--- src/rtl/hermes_switch_ctrl.sv ---
// Switch controller for one five-port Hermes router: round-robin arbitration over
// input buffers holding a header flit, XY routing, and crossbar connection tables.
module hermes_switch_ctrl #(
   parameter logic [7:0] ROUTER_ADDR = 8'h00,
   parameter int         FLIT_W      = 16
) (
   input  logic                clock,
   input  logic                reset,
   input  logic [4:0]          h,
   input  logic [5*FLIT_W-1:0] header,
   input  logic [4:0]          pkt_release,  // "release" is a reserved word in SystemVerilog
   output logic [4:0]          ack_h,
   output logic [4:0]          out_busy,
   output logic [14:0]         mux_out,
   output logic [4:0]          in_busy,
   output logic [14:0]         mux_in
);

   localparam int         N_PORTS = 5;
   localparam logic [2:0] EAST    = 3'd0;
   localparam logic [2:0] WEST    = 3'd1;
   localparam logic [2:0] NORTH   = 3'd2;
   localparam logic [2:0] SOUTH   = 3'd3;
   localparam logic [2:0] LOCAL   = 3'd4;

   typedef enum logic [1:0] {S_IDLE, S_ARB, S_ROUTE, S_GRANT} state_t;

   state_t     state, state_next;
   logic [2:0] last, sel, dst;
   logic [7:0] req_free;
   logic       arb_found;
   logic [2:0] arb_idx;
   logic [3:0] cand;
   logic [7:0] sel_addr;
   logic [2:0] route_dst;
   logic [4:0] in_clr, out_clr, in_set, out_set;

   assign req_free = {3'b000, h & ~in_busy};

   // Round-robin scan starting one past the previous winner.
   always_comb begin
      // NOTE: every signal written in always_comb gets a default first, so no path can infer a latch.
      arb_found = 1'b0;
      arb_idx   = EAST;
      cand      = '0;
      for (int k = 1; k <= N_PORTS; k++) begin
         cand = {1'b0, last} + 4'(k);
         if (cand >= 4'(N_PORTS)) cand = cand - 4'(N_PORTS);
         if (!arb_found && req_free[cand[2:0]]) begin
            arb_found = 1'b1;
            arb_idx   = cand[2:0];
         end
      end
   end

   // XY routing: resolve X first, then Y, otherwise deliver locally.
   always_comb begin
      sel_addr = '0;
      for (int i = 0; i < N_PORTS; i++)
         if (sel == 3'(i)) sel_addr = header[FLIT_W*i +: 8];
      if (sel_addr[7:4] > ROUTER_ADDR[7:4])      route_dst = EAST;
      else if (sel_addr[7:4] < ROUTER_ADDR[7:4]) route_dst = WEST;
      else if (sel_addr[3:0] > ROUTER_ADDR[3:0]) route_dst = NORTH;
      else if (sel_addr[3:0] < ROUTER_ADDR[3:0]) route_dst = SOUTH;
      else                                       route_dst = LOCAL;
   end

   always_comb begin
      in_clr  = pkt_release & in_busy;
      out_clr = '0;
      for (int i = 0; i < N_PORTS; i++)
         for (int j = 0; j < N_PORTS; j++)
            if (in_clr[i] && mux_in[3*i +: 3] == 3'(j)) out_clr[j] = 1'b1;
      in_set  = (state == S_GRANT) ? (5'b00001 << sel) : 5'b00000;
      out_set = (state == S_GRANT) ? (5'b00001 << dst) : 5'b00000;
   end

   always_ff @(posedge clock) begin
      // NOTE: sequential state uses non-blocking assignments so every register samples pre-edge values.
      if (!reset) state <= S_IDLE;
      else        state <= state_next;
   end

   always_comb begin
      state_next = state;
      case (state)
         S_IDLE:  if (|req_free) state_next = S_ARB;
         S_ARB:   state_next = arb_found ? S_ROUTE : S_IDLE;
         S_ROUTE: state_next = out_busy[route_dst] ? S_IDLE : S_GRANT;
         S_GRANT: state_next = S_IDLE;
         default: state_next = S_IDLE;
      endcase
   end

   always_comb begin
      ack_h = '0;
      if (state == S_GRANT) ack_h = 5'b00001 << sel;
   end

   // Release and grant never touch the same input or output in one cycle.
   always_ff @(posedge clock) begin
      if (!reset) begin
         last     <= LOCAL;
         sel      <= EAST;
         dst      <= EAST;
         in_busy  <= '0;
         out_busy <= '0;
         mux_out  <= '0;
         mux_in   <= '0;
      end else begin
         in_busy  <= (in_busy & ~in_clr) | in_set;
         out_busy <= (out_busy & ~out_clr) | out_set;
         if (state == S_ARB && arb_found) begin
            last <= arb_idx;
            sel  <= arb_idx;
         end
         if (state == S_ROUTE) dst <= route_dst;
         if (state == S_GRANT) begin
            for (int j = 0; j < N_PORTS; j++) begin
               if (dst == 3'(j)) mux_out[3*j +: 3] <= sel;
               if (sel == 3'(j)) mux_in[3*j +: 3]  <= dst;
            end
         end
      end
   end

endmodule

--- config.mk ---
export PLATFORM = sky130hd
export DESIGN_NAME = hermes_switch_ctrl
export DESIGN_NICKNAME = d
export VERILOG_FILES = /design/src/rtl/hermes_switch_ctrl.sv
export SDC_FILE = /design/constraint.sdc
export NUM_CORES = 1
export LEC_CHECK = 0
export BUFFER_PORTS_ARGS = -buffer_cell sky130_fd_sc_hd__buf_2
export CORE_MARGIN = 2
export CORE_UTILIZATION = 30
export CTS_BUF_LIST = sky130_fd_sc_hd__clkbuf_16
export DETAILED_ROUTE_END_ITERATION = 8
export MAX_ROUTING_LAYER = met4
export PLACE_DENSITY = 0.68
export SLEW_MARGIN = 20
export SYNTH_ARGS = -nofsm -noshare
export SYNTH_HDL_FRONTEND = slang
export SYNTH_SLANG_ARGS = --single-unit
--- constraint.sdc ---
create_clock -name clock -period 8.2 [get_ports clock]
set_clock_uncertainty 0.2 [all_clocks]
set_input_delay 1.64 -clock clock [delete_from_list [all_inputs] [get_ports clock]]
set_output_delay 1.64 -clock clock [all_outputs]
set_load 0.02 [all_outputs]
==> flow_summary_export.csv <==
group,metric,value,unit
pwr,switching_share,40.5,%
placed_design,place.gp.congestion,0.886,
yosys,syn_inst,395,
routing,wl,8.91,mm
floorplanning,ioPinCount,137,
status,status,"completed",
timing,rsz0062_at_grt,"no",
global_route,grt_usage,17.7,%
pwr,max-vdd-ir-drop,0.000142,V
worst_setup_path,cp.arrival,2.25,ns
timing,tightest_slew,0.961,ns
global_route,grt_max_degree,35,
placed_design,numPortBuffers,83,
timing,fin_tns_setup,0,ns
floorplanning,fp.coreArea,0.00964,sq mm
global_route,busiest_layer,"met2",
pwr,p_leak,1.56,nW
pwr,seqPwrFrac,23.8,%
placed_design,place_inst,595,
run,drv_cap,0,
routing,via_per_inst,5.35,
clock_tree,cts_tree,"yes",
clock_tree,clockBufferDepth,2,
pwr,p_int,541,uW
worst_setup_path,worstPathCellList,"ha_1 > nand2_1 > inv_1 > buf_2",
floorplanning,dieArea,0.0106,sq mm
clock_tree,cts_resized,0,
timing,fin_crit,4.09,ns
floorplanning,fp.dieH,103,um
yosys,synth_top_area_cell,"dfxtp_1",
yosys,synthTopCellsByArea,"dfxtp_1 24%, a21oi_1 7.2%, nand2_1 6.5%, nand2b_1 4.9%, ha_1 4.7%",
cells_and_area,nets,573,
clock_tree,cts_buffers,5,
global_route,grtUsageMet1,22.3,%
timing,maxSlewViolCount,0,
cells_and_area,finalNonFillerCells,603,
placed_design,dp_hpwl,6.71,mm
clock_tree,cts_setup_buffers,0,
timing,fin_crit_sh,49.9,%
routing,wl_per_cell,14.8,um
yosys,yosysTopAreaCellShare,23.9,%
worst_setup_path,critPathMaxFanout,14,
pwr,pwr-share-clk,27.0,%
clock_tree,path_clk_slew,0.05,ns
global_route,grt_pass1_wl,14.6,mm
global_route,grt-ovfl-total,0,
yosys,synth.distinct_cells,66,
clock_tree,cts.hold.buffers_added,0,
worst_setup_path,required,6.36,ns
timing,max_slew_margin,35.9,%
cells_and_area,diodes,0,
global_route,grt_pass1_vias,3062,
yosys,ys_ff_latch,35,
global_route,use_met3,2.51,%
clock_tree,clock_sinks,35,
worst_setup_path,path_delay_family,"flip-flops",
worst_setup_path,critical_path.max_stage_delay,0.75,ns
worst_setup_path,critical_path_buf_inv_count,2,
yosys,synth-edff-count,0,
pwr,comb_power_share,49.2,%
floorplanning,start_util,30.4,%
clock_tree,cts-root-buf,"clkbuf_16",
cells_and_area,drive_gt1_share,22.6,%
yosys,synth_area,0.00293,sq mm
timing,hold_viol_final,0,
pwr,powerDensity,254,mW/mm^2
floorplanning,die_w,103,um
cells_and_area,final_area,0.00359,sq mm
global_route,grt_use_met2,29.3,%
worst_setup_path,crit_type,"flop to output port",
pwr,power.total,910,uW
timing,max_freq,245,MHz
routing,drt_iter0_drc,260,
floorplanning,rows,36,
yosys,yosysSeqAreaShare,23.9,%
clock_tree,insertion_delay,0.28,ns
worst_setup_path,worstSetupStartpointType,"flop",
placed_design,dpl-instance-area,0.00339,sq mm
timing,finalSetupViolCount,0,
yosys,synthArstFlopShare,0,%
yosys,syn_avg_cell_area,7.41,sq um
clock_tree,h-tree-depth,2,
hold_path,hold_class,"flop to flop",
worst_setup_path,cp-end-kind,"output port",
pwr,power.switching,368,uW
worst_setup_path,slowest_stage,"dfxtp_1",
global_route,antenna_found_initial,0,
yosys,ys_warn_count,0,
routing,ant_nets,0,
routing,first_pass_iters,4,
routing,drc_errors,0,
yosys,synthFlopType,"dfxtp_1",
routing,vias,3224,
cells_and_area,syn2layout_area_growth,22.5,%
[power by group through the flow]
stage	clock, mW	combinational, mW	sequential, mW
2_1_floorplan	0	0.359	0.203
3_3_place_gp	0	0.430	0.219
3_5_place_dp	0	0.439	0.219
4_1_cts	0.248	0.442	0.216
5_1_grt	0.257	0.494	0.220
6_report	0.246	0.447	0.217
[cell usage in the layout (no fill, tap or decap), types with 4 or more instances in the layout]
| cell type | n |
|---|---|
| o21ai_0 | 8 |
| nor3_1 | 10 |
| clkbuf_16 | 5 |
| and3b_1 | 4 |
| or4_1 | 5 |
| ha_1 | 11 |
| nand2_1 | 51 |
| nor2b_1 | 8 |
| nand3_1 | 9 |
| nor4_1 | 8 |
| a211oi_1 | 4 |
| nor3b_1 | 7 |
| buf_2 | 83 |
| mux2i_1 | 11 |
| o31ai_1 | 5 |
| inv_1 | 13 |
| a21oi_1 | 42 |
| nand2b_1 | 23 |
| a22oi_1 | 5 |
| dfxtp_1 | 35 |
| nand4_1 | 8 |
| nor2_1 | 35 |
| conb_1 | 13 |
[flip-flops by register name, indices dropped and copies added (netlist names)]
signal and flops:
mux_out 9, dst 2, mux_in 10, sel 1
state 2, last 3, out_busy 3, in_busy 5
[final cells by class]
cell class                 instances  area [sq um]
inverter                          15          56.3
clock inverter                     3          67.6
multi-input combinational        328          2050
tap                              133           166
fill                            1024          6050
sequential                        35           701
timing repair buffer              84           423
clock buffer                       5           125
[routing by layer]
metal | vias to the layer above | share of wire [%] | wire length (um)
met3 | 20 | 5.8 | 517
li1 | 1561 | - | -
met1 | 1521 | 44 | 3960
met5 | - | 0 | 0
met2 | 122 | 48 | 4250
met4 | 0 | 2.1 | 184
[per-stage QoR]
step	utilization, %	hold slack (ns)	setup WS, ns
after CTS	37.2	0.283	4.15
after detailed placement	35.2	0.268	4.13
after global routing	37.2	0.329	3.94
after global placement	35.2	0.261	4.17
final	37.2	0.277	4.11
after floorplan	-	0.354	4.57
[synth_stat cells (all sizes together), types with 9 or more instances]
library cell / instances
a21oi: 42
buf: 21
dfxtp: 35
ha: 11
inv: 15
mux2i: 11
nand2: 51
nand2b: 24
nand3: 9
nor2: 35
nor3: 10
o21ai: 11
[worst paths after layout]
kind               startpoint     endpoint  slack (ns)  depth (start not counted)
setup reg to reg      last[1]      last[1]        4.19                         10
setup / recovery      last[1]     ack_h[3]        4.11                          4
hold / removal    mux_out[12]  mux_out[12]        0.28                          2
hold reg to reg   mux_out[12]  mux_out[12]        0.28                          2
[worst register-to-register path: cells and delay by family (launching register included)]
kind	cells	cell delay [ns]
AND/OR/NAND/NOR	3	0.67
adder cells (fa/ha/maj)	1	0.74
flip-flops	1	0.75
buffers and inverters	1	0.27
AO/OA/AOI/OAI	5	1.26
[cells by family after synthesis]
group                      count (synthesis)  synth area share [%]
buffers and inverters                     44                  7.65
muxes                                     11                  3.76
other                                      1                 0.128
and+or+nand+nor                          183                  32.9
AOI/OAI and AO/OA                        107                  25.6
DFF                                       35                  23.9
xor gates and xnor gates                   2                 0.598
adders and majority gates                 12                  5.38
Power figures use the tool's default switching activity.
